### src/rtl/saturn_alu_pkg.sv
// rtl/saturn_alu_pkg.sv - op codes and state encoding for the Saturn field ALU
package saturn_alu_pkg;

    localparam logic [3:0] OP_ADD = 4'd0;
    localparam logic [3:0] OP_SUB = 4'd1;
    localparam logic [3:0] OP_INC = 4'd2;
    localparam logic [3:0] OP_DEC = 4'd3;
    localparam logic [3:0] OP_NEG = 4'd4;
    localparam logic [3:0] OP_NOT = 4'd5;
    localparam logic [3:0] OP_TFR = 4'd6;
    localparam logic [3:0] OP_CLR = 4'd7;
    localparam logic [3:0] OP_SL  = 4'd8;
    localparam logic [3:0] OP_SR  = 4'd9;

    typedef enum logic [1:0] {
        ST_IDLE = 2'd0,
        ST_RUN  = 2'd1,
        ST_DONE = 2'd2
    } state_t;

endpackage

### src/rtl/saturn_digit_unit.sv
// rtl/saturn_digit_unit.sv - one-nibble hex/BCD add or subtract with carry/borrow
module saturn_digit_unit (
    input  logic       decimal,
    input  logic       sub,
    input  logic [3:0] a,
    input  logic [3:0] b,
    input  logic       cin,
    output logic [3:0] s,
    output logic       cout
);

    logic [4:0] sum;
    logic [4:0] diff;

    // Decimal correction is applied mod 16, so out-of-range BCD digits pass through untrapped.
    always_comb begin
        sum  = {1'b0, a} + {1'b0, b} + {4'b0, cin};
        diff = {1'b0, a} - {1'b0, b} - {4'b0, cin};
        if (sub) begin
            cout = diff[4];
            s    = diff[3:0] + ((diff[4] && decimal) ? 4'd10 : 4'd0);
        end else begin
            cout = (sum >= (decimal ? 5'd10 : 5'd16));
            s    = sum[3:0] + ((cout && decimal) ? 4'd6 : 4'd0);
        end
    end

endmodule

### src/rtl/saturn_field_alu.sv
// rtl/saturn_field_alu.sv - multi-cycle field-masked nibble ALU; SATURN_FIELD_ALU_SHIFT_EN adds SL/SR
module saturn_field_alu
    import saturn_alu_pkg::*;
#(
    parameter int NIBBLES = 16,
    parameter int LANES   = 1
) (
    input  logic                         clk_in,
    input  logic                         reset_in,
    input  logic                         start_in,
    input  logic [3:0]                   alu_op_in,
    input  logic                         decimal_in,
    input  logic [$clog2(NIBBLES)-1:0]   left_mask_in,
    input  logic [$clog2(NIBBLES)-1:0]   right_mask_in,
    input  logic [4*NIBBLES-1:0]         op1_in,
    input  logic [4*NIBBLES-1:0]         op2_in,
    output logic                         busy_o,
    output logic                         done_o,
    output logic [4*NIBBLES-1:0]         result_o,
    output logic                         carry_o,
    output logic                         zero_o,
    output logic                         sb_o
);

    localparam int IW = $clog2(NIBBLES);

    state_t               state, state_next;
    logic [3:0]           op_q;
    logic                 dec_q;
    logic [4*NIBBLES-1:0] op1_q, op2_q, result_next;
    logic [IW-1:0]        cursor, span;
    logic [IW:0]          remaining, field_len, step;
    logic                 carry_int, zero_int, carry_final, zero_next;
    logic                 accept, last, is_sub, is_arith, seed;
    logic [LANES-1:0]     lane_act, lane_zero;
    logic [4*LANES-1:0]   lane_vals;
    logic [IW*LANES-1:0]  lane_pos;

    assign accept    = start_in && (state == ST_IDLE || state == ST_DONE);
    assign span      = left_mask_in - right_mask_in;
    assign field_len = {1'b0, span} + (IW+1)'(1);
    assign last      = (remaining <= (IW+1)'(LANES));
    assign step      = last ? remaining : (IW+1)'(LANES);
    assign is_sub    = (op_q == OP_SUB) || (op_q == OP_DEC);
    assign is_arith  = (op_q <= OP_NEG);
    assign seed      = (alu_op_in == OP_INC) || (alu_op_in == OP_DEC) || (alu_op_in == OP_NEG);

`ifdef SATURN_FIELD_ALU_SHIFT_EN
    logic [IW-1:0] left_q, right_q;
    logic          sb_q;

    always_ff @(posedge clk_in) begin
        if (reset_in) begin
            left_q  <= '0;
            right_q <= '0;
            sb_q    <= 1'b0;
        end else if (accept) begin
            left_q  <= left_mask_in;
            right_q <= right_mask_in;
        end else if (state == ST_RUN && last) begin
            sb_q <= (op_q == OP_SR) && (op1_q[4*right_q +: 4] != 4'd0);
        end
    end
    assign sb_o = sb_q;
`else
    assign sb_o = 1'b0;
`endif

    // NEG runs as nines/fifteens complement plus a seeded carry; its borrow is the inverted carry.
    for (genvar j = 0; j < LANES; j++) begin : g_lane
        logic [IW-1:0] p;
        logic [3:0]    na, nb, nc, x, y, ds, val;
        logic          act, cin, cout, cpass;

        assign p   = cursor + IW'(j);
        assign act = remaining > (IW+1)'(j);
        assign na  = op1_q[4*p +: 4];
        assign nb  = op2_q[4*p +: 4];
        assign nc  = (dec_q ? 4'd9 : 4'd15) - na;
        assign x   = (op_q == OP_NEG) ? nc : na;
        assign y   = (op_q == OP_ADD || op_q == OP_SUB) ? nb : 4'd0;

        if (j == 0) begin : g_seed
            assign cin = carry_int;
        end else begin : g_ripple
            assign cin = g_lane[j-1].cpass;
        end

        saturn_digit_unit u_digit (
            .decimal (dec_q),
            .sub     (is_sub),
            .a       (x),
            .b       (y),
            .cin     (cin),
            .s       (ds),
            .cout    (cout)
        );

        assign cpass = act ? cout : cin;

`ifdef SATURN_FIELD_ALU_SHIFT_EN
        logic [IW-1:0] pdn, pup;
        assign pdn = p - IW'(1);
        assign pup = p + IW'(1);
`endif

        always_comb begin
            val = na;
            case (op_q)
                OP_ADD, OP_SUB, OP_INC, OP_DEC, OP_NEG: val = ds;
                OP_NOT: val = nc;
                OP_TFR: val = nb;
                OP_CLR: val = 4'd0;
`ifdef SATURN_FIELD_ALU_SHIFT_EN
                OP_SL:  val = (p == right_q) ? 4'd0 : op1_q[4*pdn +: 4];
                OP_SR:  val = (p == left_q)  ? 4'd0 : op1_q[4*pup +: 4];
`endif
                default: val = na;
            endcase
        end

        assign lane_vals[4*j +: 4]  = val;
        assign lane_pos[IW*j +: IW] = p;
        assign lane_act[j]          = act;
        assign lane_zero[j]         = !act || (val == 4'd0);
    end

    assign carry_final = g_lane[LANES-1].cpass;
    assign zero_next   = zero_int && (&lane_zero);

    always_comb begin
        result_next = result_o;
        for (int j = 0; j < LANES; j++) begin
            if (lane_act[j]) result_next[4*lane_pos[IW*j +: IW] +: 4] = lane_vals[4*j +: 4];
        end
    end

    always_comb begin
        state_next = state;
        busy_o     = 1'b0;
        done_o     = 1'b0;
        case (state)
            ST_IDLE: if (start_in) state_next = ST_RUN;
            ST_RUN: begin
                busy_o = 1'b1;
                if (last) state_next = ST_DONE;
            end
            ST_DONE: begin
                done_o     = 1'b1;
                state_next = start_in ? ST_RUN : ST_IDLE;
            end
            default: state_next = ST_IDLE;
        endcase
    end

    always_ff @(posedge clk_in) begin
        if (reset_in) begin
            state     <= ST_IDLE;
            op_q      <= '0;
            dec_q     <= 1'b0;
            op1_q     <= '0;
            op2_q     <= '0;
            cursor    <= '0;
            remaining <= '0;
            carry_int <= 1'b0;
            zero_int  <= 1'b0;
            result_o  <= '0;
            carry_o   <= 1'b0;
            zero_o    <= 1'b0;
        end else begin
            state <= state_next;
            if (accept) begin
                op_q      <= alu_op_in;
                dec_q     <= decimal_in;
                op1_q     <= op1_in;
                op2_q     <= op2_in;
                result_o  <= op1_in;
                cursor    <= right_mask_in;
                remaining <= field_len;
                carry_int <= seed;
                zero_int  <= 1'b1;
            end else if (state == ST_RUN) begin
                result_o  <= result_next;
                cursor    <= cursor + step[IW-1:0];
                remaining <= remaining - step;
                carry_int <= carry_final;
                zero_int  <= zero_next;
                if (last) begin
                    carry_o <= is_arith && ((op_q == OP_NEG) ? !carry_final : carry_final);
                    zero_o  <= zero_next;
                end
            end
        end
    end

endmodule

### config.mk
export PLATFORM = sky130hd
export DESIGN_NAME = saturn_field_alu
export DESIGN_NICKNAME = d
export VERILOG_FILES = /design/src/rtl/saturn_alu_pkg.sv /design/src/rtl/saturn_digit_unit.sv /design/src/rtl/saturn_field_alu.sv
export SDC_FILE = /design/constraint.sdc
export NUM_CORES = 1
export LEC_CHECK = 0
export ABC_CLOCK_PERIOD_IN_PS = 8400
export CAP_MARGIN = 20
export CORE_MARGIN = 8
export CORE_UTILIZATION = 33
export DETAILED_ROUTE_END_ITERATION = 12
export PLACE_DENSITY = 0.66
export SLEW_MARGIN = 30
export SYNTH_ARGS = -nofsm -noshare
export SYNTH_HDL_FRONTEND = slang
export SYNTH_SLANG_ARGS = --single-unit
### constraint.sdc
create_clock -name clk_in -period 8.4 [get_ports clk_in]
set_input_delay 1.68 -clock clk_in [delete_from_list [all_inputs] [get_ports clk_in]]
set_output_delay 1.68 -clock clk_in [all_outputs]
set_load 0.02 [all_outputs]
======== Yosys cells after proc, flatten, opt, wreduce, memory -nomap -nowiden ========
Index checks and enable logic that the tools add are counted.
word-level totals
  register bits ........................... 212
cells by class
  add/subtract/negate cells ............... 12
  order comparisons ....................... 4
  equality and inequality tests ........... 14
  shift-type cells ........................ 4
  multiplexer cells ....................... 30
  bitwise logic cells ..................... 1
  reduce and logical (&&, ||, !) cells .... 22
operators by type and width
  kind                                                                              number
  64-bit 2-to-1 mux                                                                 3
  64-bit by 7-bit variable part select with 4-bit output                            2
  64-bit bitwise mux                                                                1
  4-bit by 34-bit variable shift with 64-bit output, first input constant           1
  4-bit by 34-bit variable part select with 64-bit output                           1
  6-bit negation with 34-bit output                                                 1
  4-bit 2-to-1 mux                                                                  6
  4-bit by 3-bit == test with 1-bit output, second input constant                   5
  5-bit 2-to-1 mux                                                                  4
  4-bit by 2-bit == test with 1-bit output, second input constant                   4
  4-bit case mux with 4 select lines                                                1
  4-bit adder                                                                       3
  1-bit 2-to-1 mux                                                                  10
  4-bit zero test                                                                   2
  4-bit subtractor                                                                  2
  1-bit logical OR                                                                  6
  3-bit 2-to-1 mux                                                                  2
  2-bit case mux with 3 select lines                                                1
  4-bit by 1-bit adder with 5-bit output, second input constant                     1
  4-bit by 4-bit adder with 5-bit output                                            1
  5-bit by 1-bit adder with 5-bit output                                            1
  5-bit >= comparator                                                               1
  5-bit by 1-bit greater-than comparator with 1-bit output, second input constant   1
  5-bit by 1-bit less-or-equal comparator with 1-bit output, second input constant  1
  other kinds (17)                                                                  26

======== Longest topological paths before layout ========
Gate-level depths: netlist of run 1.
  depth after elaboration ................. 16
  mapped depth ............................ 29
  mapped depth without buffers ............ 26

======== Cells and area by module ========
From an unflattened synthesis of run 1, not the netlist that was laid out.
unflattened totals
  cell total of the unflattened synthesis .. 1192
  area, all modules ....................... 10045.9 um2
modules (own cells, without submodules)
  module             times used  cells each  area an instance (um2)
  saturn_field_alu   1           1120        9416.5
  saturn_digit_unit  1           72          629.4

======== Worst setup path after synthesis of run 1 ========
Ideal clock, no wire load.
  kind .................................... flip-flop to flip-flop
  start ................................... reg cursor[1]
  end ..................................... reg result_o[23]
  setup time .............................. 74 ps
  arrival time ............................ 6017 ps
  data required time ...................... 8326 ps
  slack ................................... 2309 ps
  cell stages (with the launch flop) ...... 30
  path buffers ............................ 6
  path through ............................ dfxtp_1 -> buf_6 -> buf_2 -> buf_2 -> buf_2 -> mux4_2 -> mux2i_1 -> mux2i_1 -> inv_1 -> fa_1 -> nand2_1 -> o21ai_0 -> ha_1 -> clkbuf_1 -> nor2b_1 -> a221oi_1 -> xnor2_1 -> ha_1 -> o21a_1 -> o21ai_0 -> a21oi_1 -> ha_1 -> fa_1 -> xor3_1 -> and2_1 -> a32o_1 -> a31oi_4 -> buf_6 -> nand2_1 -> a31oi_1
on the way
  cells in the longest elaborated chain, start to end .. 16
  elaborated cells on any way between the ends .. 25
  classes of those cells .................. 8 x add/sub; 1 x order compare; 4 x shift; 10 x mux; 2 x reduce/logical
RTL lines
  element                                                  line                     source
  start: declaration                                       saturn_field_alu.sv:31   logic [IW-1:0] cursor, span;
  start signal: assignment                                 saturn_field_alu.sv:178  cursor <= right_mask_in;
  start signal: assignment                                 saturn_field_alu.sv:184  cursor <= cursor + step[IW-1:0];
  64-bit by 7-bit variable part select with 4-bit output   saturn_field_alu.sv:77   assign na = op1_q[4*p +: 4];
  4-bit subtractor                                         saturn_field_alu.sv:79   assign nc = (dec_q ? 4'd9 : 4'd15) - na;
  4-bit 2-to-1 mux                                         saturn_field_alu.sv:80   assign x = (op_q == OP_NEG) ? nc : na;
  4-bit by 4-bit adder with 5-bit output                   saturn_digit_unit.sv:17  sum = {1'b0, a} + {1'b0, b} + {4'b0, cin};
  5-bit by 1-bit adder with 5-bit output                   saturn_digit_unit.sv:17
  5-bit >= comparator                                      saturn_digit_unit.sv:23  cout = (sum >= (decimal ? 5'd10 : 5'd16));
  1-bit logical AND                                        saturn_digit_unit.sv:24  s = sum[3:0] + ((cout && decimal) ? 4'd6 : 4'd0);
  3-bit 2-to-1 mux                                         saturn_digit_unit.sv:24
  4-bit adder                                              saturn_digit_unit.sv:24
  4-bit 2-to-1 mux                                         saturn_digit_unit.sv:19  if (sub) begin
  4-bit case mux with 4 select lines                       saturn_field_alu.sv:109  case (op_q)
  4-bit by 34-bit variable part select with 64-bit output  saturn_field_alu.sv:134  if (lane_act[j]) result_next[4*lane_pos[IW*j +: IW] +: 4] = lane_vals[4*j +: 4];
  64-bit bitwise mux *                                     saturn_field_alu.sv:134
  64-bit 2-to-1 mux *                                      saturn_field_alu.sv:134
  64-bit 2-to-1 mux *                                      saturn_field_alu.sv:182  end else if (state == ST_RUN) begin
  64-bit 2-to-1 mux *                                      saturn_field_alu.sv:172  if (accept) begin
  end signal: assignment                                   saturn_field_alu.sv:177  result_o <= op1_in;
  end signal: assignment                                   saturn_field_alu.sv:183  result_o <= result_next;
  end: declaration                                         saturn_field_alu.sv:19   output logic [4*NIBBLES-1:0] result_o,
Mark *: on every way between the ends. The rest lies on a longest branch, timed or not. The select of a mux whose other input is x is not followed.
A chain may end at the register's enable or synchronous reset.

======== Worst setup path after layout of run 1 ========
  start ................................... reg cursor[0]
  end ..................................... reg zero_o
on the way
  cells in the longest elaborated chain, start to end .. 14
  elaborated cells on any way between the ends .. 21
  classes of those cells .................. 7 x add/sub; 1 x order compare; 2 x shift; 6 x mux; 5 x reduce/logical
RTL lines
  element                                                 line                     source
  64-bit by 7-bit variable part select with 4-bit output  saturn_field_alu.sv:77
  4-bit subtractor                                        saturn_field_alu.sv:79
  4-bit 2-to-1 mux                                        saturn_field_alu.sv:80
  4-bit by 4-bit adder with 5-bit output                  saturn_digit_unit.sv:17
  5-bit by 1-bit adder with 5-bit output                  saturn_digit_unit.sv:17
  5-bit >= comparator                                     saturn_digit_unit.sv:23
  1-bit logical AND                                       saturn_digit_unit.sv:24
  3-bit 2-to-1 mux                                        saturn_digit_unit.sv:24
  4-bit adder                                             saturn_digit_unit.sv:24
  4-bit 2-to-1 mux                                        saturn_digit_unit.sv:19
  4-bit case mux with 4 select lines *                    saturn_field_alu.sv:109
  4-bit zero test *                                       saturn_field_alu.sv:125  assign lane_zero[j] = !act || (val == 4'd0);
  1-bit logical OR *                                      saturn_field_alu.sv:125
  1-bit logical AND *                                     saturn_field_alu.sv:129  assign zero_next = zero_int && (&lane_zero);
  end signal: assignment                                  saturn_field_alu.sv:190  zero_o <= zero_next;
  end: declaration                                        saturn_field_alu.sv:21   output logic zero_o,
Mark *: on every way between the ends. The rest lies on a longest branch, timed or not.

==> results of run 1 <==
cells in the mapped netlist, types with 4 or more instances:
cell / number / share of area
xor2_1: 5 / 0.0043
a31oi_1: 67 / 0.042
inv_1: 31 / 0.012
clkbuf_1: 63 / 0.023
o21ai_0: 15 / 0.0075
nor2b_1: 9 / 0.0056
xnor2_1: 9 / 0.0078
buf_2: 7 / 0.0035
fa_1: 8 / 0.016
o22ai_1: 6 / 0.0037
mux2_2: 10 / 0.011
nand2b_1: 10 / 0.0062
mux2i_1: 22 / 0.022
a21oi_1: 151 / 0.075
dfxtp_1: 212 / 0.42
ha_1: 25 / 0.031
a22oi_1: 6 / 0.0045
nor3_1: 5 / 0.0025
nor3b_1: 5 / 0.0037
nand3_1: 10 / 0.0050
buf_1: 5 / 0.0019
mux4_2: 21 / 0.047
nand2_1: 424 / 0.16
mux4_1: 4 / 0.010
nor2_1: 66 / 0.025
a221oi_1: 5 / 0.0043
nor4_1: 4 / 0.0025
area by class of cell:
| cell class | instances | area, um^2 |
|---|---|---|
| Clock inverter | 12 | 175.2 |
| Fill cell | 2961 | 17070 |
| Multi-Input combinational cell | 934 | 5403 |
| Clock buffer | 31 | 656.9 |
| Inverter | 33 | 123.9 |
| Tap cell | 396 | 495.5 |
| Timing Repair Buffer | 219 | 2177 |
| Antenna cell | 1 | 2.502 |
| Sequential cell | 212 | 4247 |
flip-flops by register name, summed over array words and instances (netlist names):
name,flops
zero_o,1
op2_q,64
remaining,5
state,2
op_q,4
carry_int,1
cursor,4
zero_int,1
dec_q,1
result_o,64
op1_q,64
carry_o,1
worst register-to-register path, delay by kind of cell (launching register included):
kind | cells | cell delay [ns]
AND/OR/NAND/NOR | 5 | 0.74
flip-flops | 1 | 0.89
buffers and inverters | 2 | 0.38
XOR/XNOR | 2 | 0.55
AO/OA/AOI/OAI | 11 | 2.45
adder cells (fa/ha/maj) | 6 | 1.94
worst paths after layout:
check,startpoint,to,slack [ns],cells past startpoint
worst max register to register,cursor[0],zero_o,1.31,26
worst min-delay path,op1_q[11],op1_q[11],0.45,2
worst min register to register,op1_q[11],op1_q[11],0.45,2
worst max-delay path,cursor[0],zero_o,1.31,26
kinds of logic (layout without fill, tap and decap cells):
kind of cell | Yosys count | in the layout
compound gates | 273 | 273
xor+xnor | 15 | 15
fa+ha+maj | 33 | 33
buf+inv | 113 | 295
flops | 212 | 212
mux | 57 | 57
other cells | 2 | 5
simple gates | 552 | 552
placed cells by master, fill, tap and decap left out, drive strengths merged, types with 3 or more instances in the layout:
cell type / count
a211oi: 3
a21oi: 151
a221oi: 5
a22oi: 6
a31oi: 68
buf: 9
bufinv: 4
clkbuf: 31
clkdlybuf4s50: 210
clkinv: 8
conb: 4
dfxtp: 212
fa: 8
ha: 25
inv: 33
mux2: 10
mux2i: 22
mux4: 25
nand2: 424
nand2b: 10
nand3: 10
nand3b: 3
nand4: 3
nor2: 66
nor2b: 9
nor3: 5
nor3b: 5
nor4: 4
o21ai: 15
o22ai: 6
or3: 3
xnor2: 9
xor2: 5
per-stage QoR:
stage	hold slack, ns	instance area (um^2)	total power [uW]	std cells
3_5_place_dp	0.4452	12430	1931	1794
3_3_place_gp	0.4402	12430	1920	1794
2_1_floorplan	0.4315	10080	1637	1259
5_1_grt	0.4700	13280	3151	1838
6_report	0.4538	13280	3017	1838
4_1_cts	0.4537	13260	3026	1837
routing by layer:
| metal | global-route usage | share of wire |
|---|---|---|
| met2 | 0.2962 | 0.48 |
| met5 | 0 | 0 |
| met1 | 0.2283 | 0.42 |
| met4 | 0.07637 | 0.036 |
| met3 | 0.03511 | 0.063 |
power groups by stage:
stage	logic (uW)	registers, uW	clock network (uW)
2_1_floorplan	482	1160	0
3_3_place_gp	760	1160	0
3_5_place_dp	770	1160	0
4_1_cts	773	1140	1110
5_1_grt	841	1150	1160
6_report	775	1140	1100
==> flow_metrics.py, run 1 <==
metrics = {
    "grt": {
        "grt.overflow.total": 0,
        "grt_max_degree": 116,
        "antenna_found_initial": 1,
        "grt_pass1_wl_um": 52050,
        "grt_usage": 0.1804,
        "grt_pass1_vias": 9377,
    },
    "sta": {
        "slew_headroom": 0.4135,
        "period_share": 0.8438,
        "fin_ws_ns": 1.312,
        "final-max-slew-violation-count": 0,
        "rsz0062_at_grt": "no",
        "setup_viol": 0,
        "tns_ns": 0,
        "skew_ns": 0.01939,
        "max_freq_mhz": 141.1,
        "finalHoldViolCount": 0,
        "worst_pin_slew_ns": 0.8797,
        "final.min_clock_period_ns": 7.088,
    },
    "detailed_routing": {
        "ant_nets": 0,
        "vias": 9482,
        "vias_per_cell": 5.159,
        "drt_first_pass_iters": 5,
        "wl_um": 34270,
        "drt_iter0_markers": 654,
        "wl_per_cell_um": 18.64,
        "drc": 0,
    },
    "logic_synthesis": {
        "synthSimpleGateAreaFrac": 0.2225,
        "synth_top_family_by_area": "simple AND/OR/NAND/NOR gates",
        "async_flop_share": 0,
        "synth_compound_area_frac": 0.1579,
        "syn_area_um2": 10070,
        "ys_ff_latch": 212,
        "synth.yosys.seq_area_share": 0.4214,
        "yosys_warnings": 0,
        "synth_edf_count": 0,
        "synth_xor_area_frac": 0.01453,
        "synth_fa_ha_area_frac": 0.04696,
        "ys.flop_type": "dfxtp_1",
        "synth_cells": 1257,
        "syn_area_per_cell_um2": 8.013,
        "synth_mux_area_frac": 0.09043,
        "netlist-cell-type-count": 60,
    },
    "pwr": {
        "leakage_uw": 0.004867,
        "vdd_ir_drop_max_v": 0.0001061,
        "p_sw_uw": 941.5,
        "powerDensity_nw_per_um2": 227.2,
        "p_comb_frac": 0.257,
        "switching_share": 0.3120,
        "p_int_uw": 2076,
        "pwr-share-seq": 0.378,
        "p_clk_frac": 0.365,
    },
    "cts": {
        "cts_tree": "built",
        "cts_setup_buffers": 0,
        "holdBufCountCts": 0,
        "cts.path.max_buffers": 3,
        "clock_sinks": 212,
        "cts_root_buf": "clkbuf_16",
        "cts_made_buffers": 24,
        "cts_resized": 0,
        "htree_levels": 1,
        "insertion_delay_ns": 0.53,
        "clk_pin_slew_worst_paths_ns": 0.06,
    },
    "final_layout": {
        "utilization": 0.4376,
        "area_growth_syn_to_layout_pct": 31.85,
        "drive_gt1_frac": 0.06246,
        "nets": 1601,
    },
    "setup_path": {
        "worstPathArrival_ns": 7.45,
        "startpoint_type": "flip-flop",
        "critPathMaxStageDelay_ns": 0.89,
        "path_class": "reg2reg",
        "required_ns": 8.76,
        "end_kind": "flip-flop",
        "critPathSlowestCell": "dfxtp_1",
        "critical-path-top-delay-family": "compound AO/OA/AOI/OAI gates",
        "cp_max_fo": 18,
        "cp_common_cell": "ha_1",
        "critPathBufInv": 2,
    },
    "die": {
        "coreArea_um2": 30350,
        "start_util": 0.3319,
        "fp.dieH_um": 190.7,
        "die_area_um2": 36370,
        "pin_count": 213,
        "die_w_um": 190.7,
        "core.rowCount": 64,
    },
    "run": {
        "cap_viol_max_count": 0,
    },
    "run_status": {
        "outcome": "complete, no violations",
    },
    "place": {
        "io_buffers": 211,
        "pre_cts_slack_ns": 1.317,
        "dp_hpwl_um": 25490,
        "place_congestion": 0.8916,
    },
    "hold_path": {
        "worst_hold_path_type": "reg2reg",
    },
}
(Power assumes the default switching activity.)
==> run 2, diff against run 1 <==
--- a/config.mk
+++ b/config.mk
@@ -5,7 +5,7 @@
 export SDC_FILE = /design/constraint.sdc
 export NUM_CORES = 1
 export LEC_CHECK = 0
-export ABC_CLOCK_PERIOD_IN_PS = 8400
+export ABC_CLOCK_PERIOD_IN_PS = 6900
 export CAP_MARGIN = 20
 export CORE_MARGIN = 8
 export CORE_UTILIZATION = 33
==> constraint.sdc (replaced) <==
create_clock -name clk_in -period 6.9 [get_ports clk_in]
set_input_delay 1.38 -clock clk_in [delete_from_list [all_inputs] [get_ports clk_in]]
set_output_delay 1.38 -clock clk_in [all_outputs]
set_load 0.02 [all_outputs]
==> flow_metrics.py, run 2 (synthesized netlist as in run 1, its figures left out) <==
metrics = {
    "run_status": {
        "outcome": "complete, no violations",
    },
    "setup_path": {
        "cp_max_fo": 10,
        "required_ns": 7.33,
        "path_class": "reg2reg",
        "critPathSlowestCell": "mux4_1",
        "cp_common_cell": "ha_1",
        "critPathMaxStageDelay_ns": 0.58,
        "critical-path-top-delay-family": "compound AO/OA/AOI/OAI gates",
        "end_kind": "flip-flop",
        "startpoint_type": "flip-flop",
        "critPathBufInv": 3,
        "worstPathArrival_ns": 6.83,
    },
    "cts": {
        "cts_made_buffers": 24,
        "clock_sinks": 212,
        "htree_levels": 1,
        "holdBufCountCts": 0,
        "cts_root_buf": "clkbuf_16",
        "insertion_delay_ns": 0.53,
        "cts_resized": 0,
        "clk_pin_slew_worst_paths_ns": 0.06,
        "cts_tree": "built",
        "cts.path.max_buffers": 3,
    },
    "final_layout": {
        "largest_registers": "op1_q (64), op2_q (64), result_o (64)",
        "regArea_um2": 4247,
        "nets": 1612,
        "fillers": 2957,
        "num_antenna_cells": 0,
        "fin_cells": 1846,
        "mostFrequentLayoutCell": "nand2_1",
        "layout_common_cells": "nand2_1, dfxtp_1, clkdlybuf4s50_1",
        "drive_gt1_frac": 0.06690,
        "area_growth_syn_to_layout_pct": 32.67,
        "multi_input_area_um2": 5396,
    },
    "sta": {
        "final-max-slew-violation-count": 0,
        "slew_headroom": 0.3291,
        "setup_viol": 0,
        "finalHoldViolCount": 0,
        "max_freq_mhz": 156.3,
        "rsz0062_at_grt": "no",
        "skew_ns": 0.02509,
        "final.min_clock_period_ns": 6.397,
        "tns_ns": 0,
        "period_share": 0.9271,
        "worst_pin_slew_ns": 1.002,
    },
    "pwr": {
        "p_int_uw": 2519,
        "vdd_ir_drop_max_v": 0.0001634,
        "p_comb_frac": 0.269,
        "leakage_uw": 0.004916,
        "pwr-share-seq": 0.375,
        "p_sw_uw": 1144,
        "switching_share": 0.3123,
        "powerDensity_nw_per_um2": 274.1,
        "p_clk_frac": 0.356,
    },
    "detailed_routing": {
        "vias": 9471,
        "vias_per_cell": 5.131,
        "ant_nets": 0,
        "drc": 0,
        "wl_um": 33810,
        "wl_per_cell_um": 18.32,
        "drt_iter0_markers": 644,
        "drt_first_pass_iters": 7,
    },
    "grt": {
        "grt_usage": 0.1796,
        "grt_pass1_vias": 9383,
        "grt_pass1_wl_um": 52500,
        "antenna_found_initial": 0,
        "grt_max_degree": 157,
        "grt.overflow.total": 0,
    },
    "run": {
        "cap_viol_max_count": 0,
    },
    "place": {
        "dp_hpwl_um": 24900,
        "placed_cells": 1804,
        "place_congestion": 0.8573,
        "io_buffers": 211,
    },
    "hold_path": {
        "worst_hold_path_type": "reg2reg",
    },
    "die": {
        "die_area_um2": 36370,
        "die_w_um": 190.7,
        "pin_count": 213,
        "start_util": 0.3319,
        "coreArea_um2": 30350,
        "core.rowCount": 64,
        "fp.dieH_um": 190.7,
    },
}
==> run 2: cell types whose count changed in the layout (fill, tap and decap cells not counted) <==
| cell | delta |
|---|---|
| nor4_1 | +1 |
| nor4_2 | -1 |
| clkbuf_1 | +1 |
| inv_6 | -1 |
| buf_6 | -2 |
| buf_12 | +3 |
| clkinv_2 | -3 |
| clkbuf_8 | +2 |
| clkinv_4 | +1 |
| buf_4 | +9 |
| diode_2 | -1 |
| bufinv_16 | -1 |
==> run 2: stage by stage <==
step | hold slack, ns | total power [uW] | utilization | cell area, um^2 | worst slack, ns
after floorplan | 0.4315 | 1993 | - | 10080 | 0.8088
after global placement | 0.4391 | 2354 | 0.4129 | 12530 | 0.4247
after detailed placement | 0.4422 | 2367 | 0.4129 | 12530 | 0.2970
after CTS | 0.4502 | 3674 | 0.4394 | 13340 | 0.2448
after global routing | 0.4690 | 3839 | 0.4403 | 13360 | 0.1215
final | 0.4500 | 3663 | 0.4403 | 13360 | 0.5032
==> run 2: final timing paths <==
| check | end | slack (ns) | from | cells past startpoint |
|---|---|---|---|---|
| worst max-delay path | result_o[58] | 0.50 | cursor[1] | 25 |
| worst min-delay path | op1_q[9] | 0.45 | op1_q[9] | 2 |
| worst max register to register | result_o[58] | 0.50 | cursor[1] | 25 |
| worst min register to register | op1_q[9] | 0.45 | op1_q[9] | 2 |
==> run 2: cell type report <==
class | count | area share
clock buffers | 33 | 0.05047
clock inverters | 8 | 0.009738
inverters | 33 | 0.009270
multi-input cells | 934 | 0.4038
flip-flops and latches | 212 | 0.3178
well taps | 396 | 0.03708
repair buffers | 230 | 0.1718
==> run 2: power groups by stage <==
stage | registers [uW] | clock network [uW] | logic, uW
floorplan | 1410 | 0 | 587
global placement | 1400 | 0 | 958
detailed placement | 1400 | 0 | 970
CTS | 1370 | 1330 | 974
global route | 1380 | 1380 | 1080
finish | 1370 | 1310 | 984
==> run 2: worst register-to-register path, stage by stage (launching register included) <==
cell      delay (ns)
dfxtp_2         0.45
mux4_1          0.58
mux2_2          0.30
o21a_1          0.19
ha_1            0.17
inv_1           0.06
fa_1            0.42
nand2_1         0.06
o21ai_0         0.12
ha_1            0.36
buf_4           0.17
a221oi_1        0.43
xnor2_1         0.17
ha_1            0.25
o21a_1          0.10
o21ai_0         0.22
a21oi_1         0.16
ha_1            0.21
fa_1            0.48
nand2_1         0.04
o21ai_0         0.21
mux2i_1         0.11
o211ai_1        0.45
buf_4           0.37
nand2_1         0.08
a31oi_1         0.15
==> run 2: routing by layer <==
| layer | wire, um | track usage | vias up |
|---|---|---|---|
| met5 | 0 | 0 | - |
| met4 | 704 | 0.05012 | 0 |
| met3 | 2101 | 0.03493 | 46 |
| met2 | 16370 | 0.3021 | 295 |
| met1 | 14630 | 0.2311 | 4483 |
| li1 | - | - | 4647 |
==> run 2: what timing repair did <==
action	4_1_cts	5_1_grt
buffers inserted	0	1
hold endpoints to repair	0	0
setup endpoints to repair	0	2
==> run 3, diff against run 2 <==
--- a/config.mk
+++ b/config.mk
@@ -7,11 +7,14 @@
 export LEC_CHECK = 0
 export ABC_CLOCK_PERIOD_IN_PS = 6900
 export CAP_MARGIN = 20
+export CELL_PAD_IN_SITES_DETAIL_PLACEMENT = 0
+export CELL_PAD_IN_SITES_GLOBAL_PLACEMENT = 1
 export CORE_MARGIN = 8
 export CORE_UTILIZATION = 33
 export DETAILED_ROUTE_END_ITERATION = 12
-export PLACE_DENSITY = 0.66
+export PLACE_DENSITY = 0.81
 export SLEW_MARGIN = 30
 export SYNTH_ARGS = -nofsm -noshare
 export SYNTH_HDL_FRONTEND = slang
+export SYNTH_HIERARCHICAL = 1
 export SYNTH_SLANG_ARGS = --single-unit
==> flow_metrics.py, run 3 <==
metrics = {
    "detailed_routing": {
        "vias": 9474,
        "wl_met2_um": 16700,
        "drc": 0,
        "top_layer_used": "met5",
        "drt_first_pass_iters": 5,
        "met1_length_um": 14930,
        "drt_iter0_markers": 938,
        "wl_per_cell_um": 19.36,
        "wl_um": 34500,
        "ant_nets": 0,
        "vias_per_cell": 5.316,
        "route.met3.wl_um": 2388,
    },
    "setup_path": {
        "cp_max_fo": 14,
        "rr_startpoint": "cursor[0]",
        "path_class": "reg2reg",
        "required_ns": 7.32,
        "critPathMaxStageDelay_ns": 0.53,
        "cp_common_cell": "ha_1",
        "end_kind": "flip-flop",
        "critPathSlowestCell": "mux4_2",
        "cp-startpoint": "cursor[0]",
        "startpoint_type": "flip-flop",
        "worstPathArrival_ns": 6.88,
    },
    "die": {
        "start_util": 0.3319,
        "coreArea_um2": 30270,
        "pin_count": 213,
        "die_w_um": 190.5,
        "core.rowCount": 64,
        "die_area_um2": 36280,
        "fp.dieH_um": 190.5,
    },
    "logic_synthesis": {
        "async_flop_share": 0,
        "synth_edf_count": 0,
        "ys.flop_type": "dfxtp_1",
        "netlist-cell-type-count": 65,
        "syn_area_per_cell_um2": 8.428,
        "yosys_warnings": 6,
        "syn_area_um2": 10050,
        "synth.yosys.seq_area_share": 0.4225,
        "synth_cells": 1192,
        "ys_ff_latch": 212,
        "synth_common_cells": "nand2_1, dfxtp_1, a21oi_1",
        "synth_most_common_cell": "nand2_1",
        "yosys.area.top_type": "dfxtp_1",
        "synth_area_leaders": "dfxtp_1, nand2_1, a21oi_1, mux4_2, ha_1",
        "netlist.area_leader.share": 0.4225,
    },
    "cts": {
        "htree_levels": 1,
        "clk_pin_slew_worst_paths_ns": 0.06,
        "clock_sinks": 212,
        "cts_tree": "built",
        "insertion_delay_ns": 0.53,
        "cts_root_buf": "clkbuf_16",
        "cts_made_buffers": 24,
        "cts.path.max_buffers": 3,
    },
    "pwr": {
        "vdd_ir_drop_max_v": 0.0001410,
        "switching_share": 0.3152,
        "p_comb_frac": 0.267,
        "leakage_uw": 0.004939,
        "p_clk_frac": 0.360,
        "p_int_uw": 2535,
        "powerDensity_nw_per_um2": 278.1,
        "pwr-share-seq": 0.373,
        "p_sw_uw": 1167,
    },
    "final_layout": {
        "fin_cells": 1782,
        "area_growth_syn_to_layout_pct": 32.47,
        "drive_gt1_frac": 0.08081,
        "fillers": 3039,
        "utilization": 0.4396,
        "largest_registers": "op1_q (64), op2_q (64), result_o (64)",
        "finish.instance_area_um2": 13310,
        "nets": 1549,
        "mostFrequentLayoutCell": "nand2_1",
        "regArea_um2": 4249,
        "layout_common_cells": "nand2_1, dfxtp_1, clkdlybuf4s50_1",
        "num_antenna_cells": 0,
        "multi_input_area_um2": 5355,
    },
    "grt": {
        "grt.overflow.total": 0,
        "grt_usage": 0.1838,
        "grt_max_degree": 86,
        "grt_pass1_vias": 9404,
        "grt_pass1_wl_um": 53610,
        "antenna_found_initial": 1,
    },
    "place": {
        "io_buffers": 211,
        "placed_cell_area_um2": 12470,
        "place_congestion": 0.8339,
        "dp_hpwl_um": 25240,
        "placed_cells": 1739,
    },
    "sta": {
        "max_freq_mhz": 154.9,
        "setup_viol": 0,
        "rsz0062_at_grt": "no",
        "final.min_clock_period_ns": 6.456,
        "worst_pin_slew_ns": 0.9678,
        "final-max-slew-violation-count": 0,
        "period_share": 0.9356,
        "tns_ns": 0,
        "finalHoldViolCount": 0,
        "slew_headroom": 0.3548,
        "skew_ns": 0.02640,
    },
    "run": {
        "cap_viol_max_count": 0,
    },
    "hold_path": {
        "holdCritStartpoint": "op2_q[13]",
        "worst_hold_path_type": "reg2reg",
    },
    "run_status": {
        "outcome": "complete, no violations",
    },
}
-- run 3: cell types whose count changed in the layout (fill, tap and decap cells not counted), moves of 6 or more --
| cell | previous run | this run |
|---|---|---|
| nand2_1 | 424 | 331 |
| a222oi_1 | 0 | 36 |
| a31oi_1 | 67 | 33 |
| o21ai_0 | 15 | 4 |
| a21oi_1 | 151 | 161 |
| mux4_2 | 21 | 28 |
| nor3_1 | 5 | 12 |
| mux2_2 | 10 | 4 |
-- run 3: power by group through the flow --
stage	logic, uW	registers [uW]	clock network [uW]
finish	987	1380	1330
global route	1080	1390	1410
CTS	986	1380	1360
detailed placement	981	1410	0
global placement	971	1400	0
floorplan	601	1410	0
-- run 3: critical path, delay by kind of cell, from the launching register on --
family,cells,cell delay (ns)
flip-flops,1,0.49
multiplexers,3,1.02
AO/OA/AOI/OAI,8,1.93
adder cells (fa/ha/maj),6,1.70
AND/OR/NAND/NOR,3,0.69
XOR/XNOR,2,0.29
buffers and inverters,3,0.22
-- run 3: routing by layer --
| metal | vias to the layer above | global-route usage |
|---|---|---|
| li1 | 4527 | - |
| met3 | 39 | 0.03530 |
| met5 | - | 0 |
| met2 | 295 | 0.3062 |
| met4 | 2 | 0.03938 |
| met1 | 4611 | 0.2439 |
-- run 3: path summary, 6_finish.rpt --
path | slack (ns) | cells after the start | endpoint
min reg2reg | 0.45 | 2 | op2_q[13]
max | 0.44 | 25 | zero_int
min | 0.45 | 2 | op2_q[13]
max reg2reg | 0.44 | 25 | zero_int
-- run 3: layout make-up --
cell class | instances | area share
clock buffers | 32 | 0.05115
clock inverters | 11 | 0.01109
inverters | 35 | 0.009872
multi-input cells | 867 | 0.4024
flip-flops and latches | 212 | 0.3193
well taps | 396 | 0.03723
repair buffers | 229 | 0.1690
-- run 3: cell families (layout without fill, tap and decap cells) --
family,Yosys count,count (layout),share of synthesized area
AO/OA/AOI/OAI,281,281,0.1808
XOR/XNOR,19,19,0.01731
adder cells (fa/ha/maj),36,36,0.05007
buffers and inverters,115,307,0.04758
flip-flops,212,212,0.4225
multiplexers,49,49,0.08419
other,2,4,0.0007476
AND/OR/NAND/NOR,478,478,0.1968
-- run 3: timing repair --
action                                 in CTS  in global routing
setup endpoints to repair                   0                 11
hold buffers                                0                  0
gates resized for setup                     0                  2
buffers inserted                            0                  0
endpoints found under the hold margin       0                  0
-- run 3: through the flow --
step | total power (uW) | setup slack (ns) | hold WS (ns)
floorplan | 2009 | 0.7895 | 0.4331
global placement | 2375 | 0.3729 | 0.4412
detailed placement | 2386 | 0.3123 | 0.4442
CTS | 3723 | 0.2362 | 0.4514
global route | 3878 | 0.02304 | 0.4644
finish | 3702 | 0.4445 | 0.4521
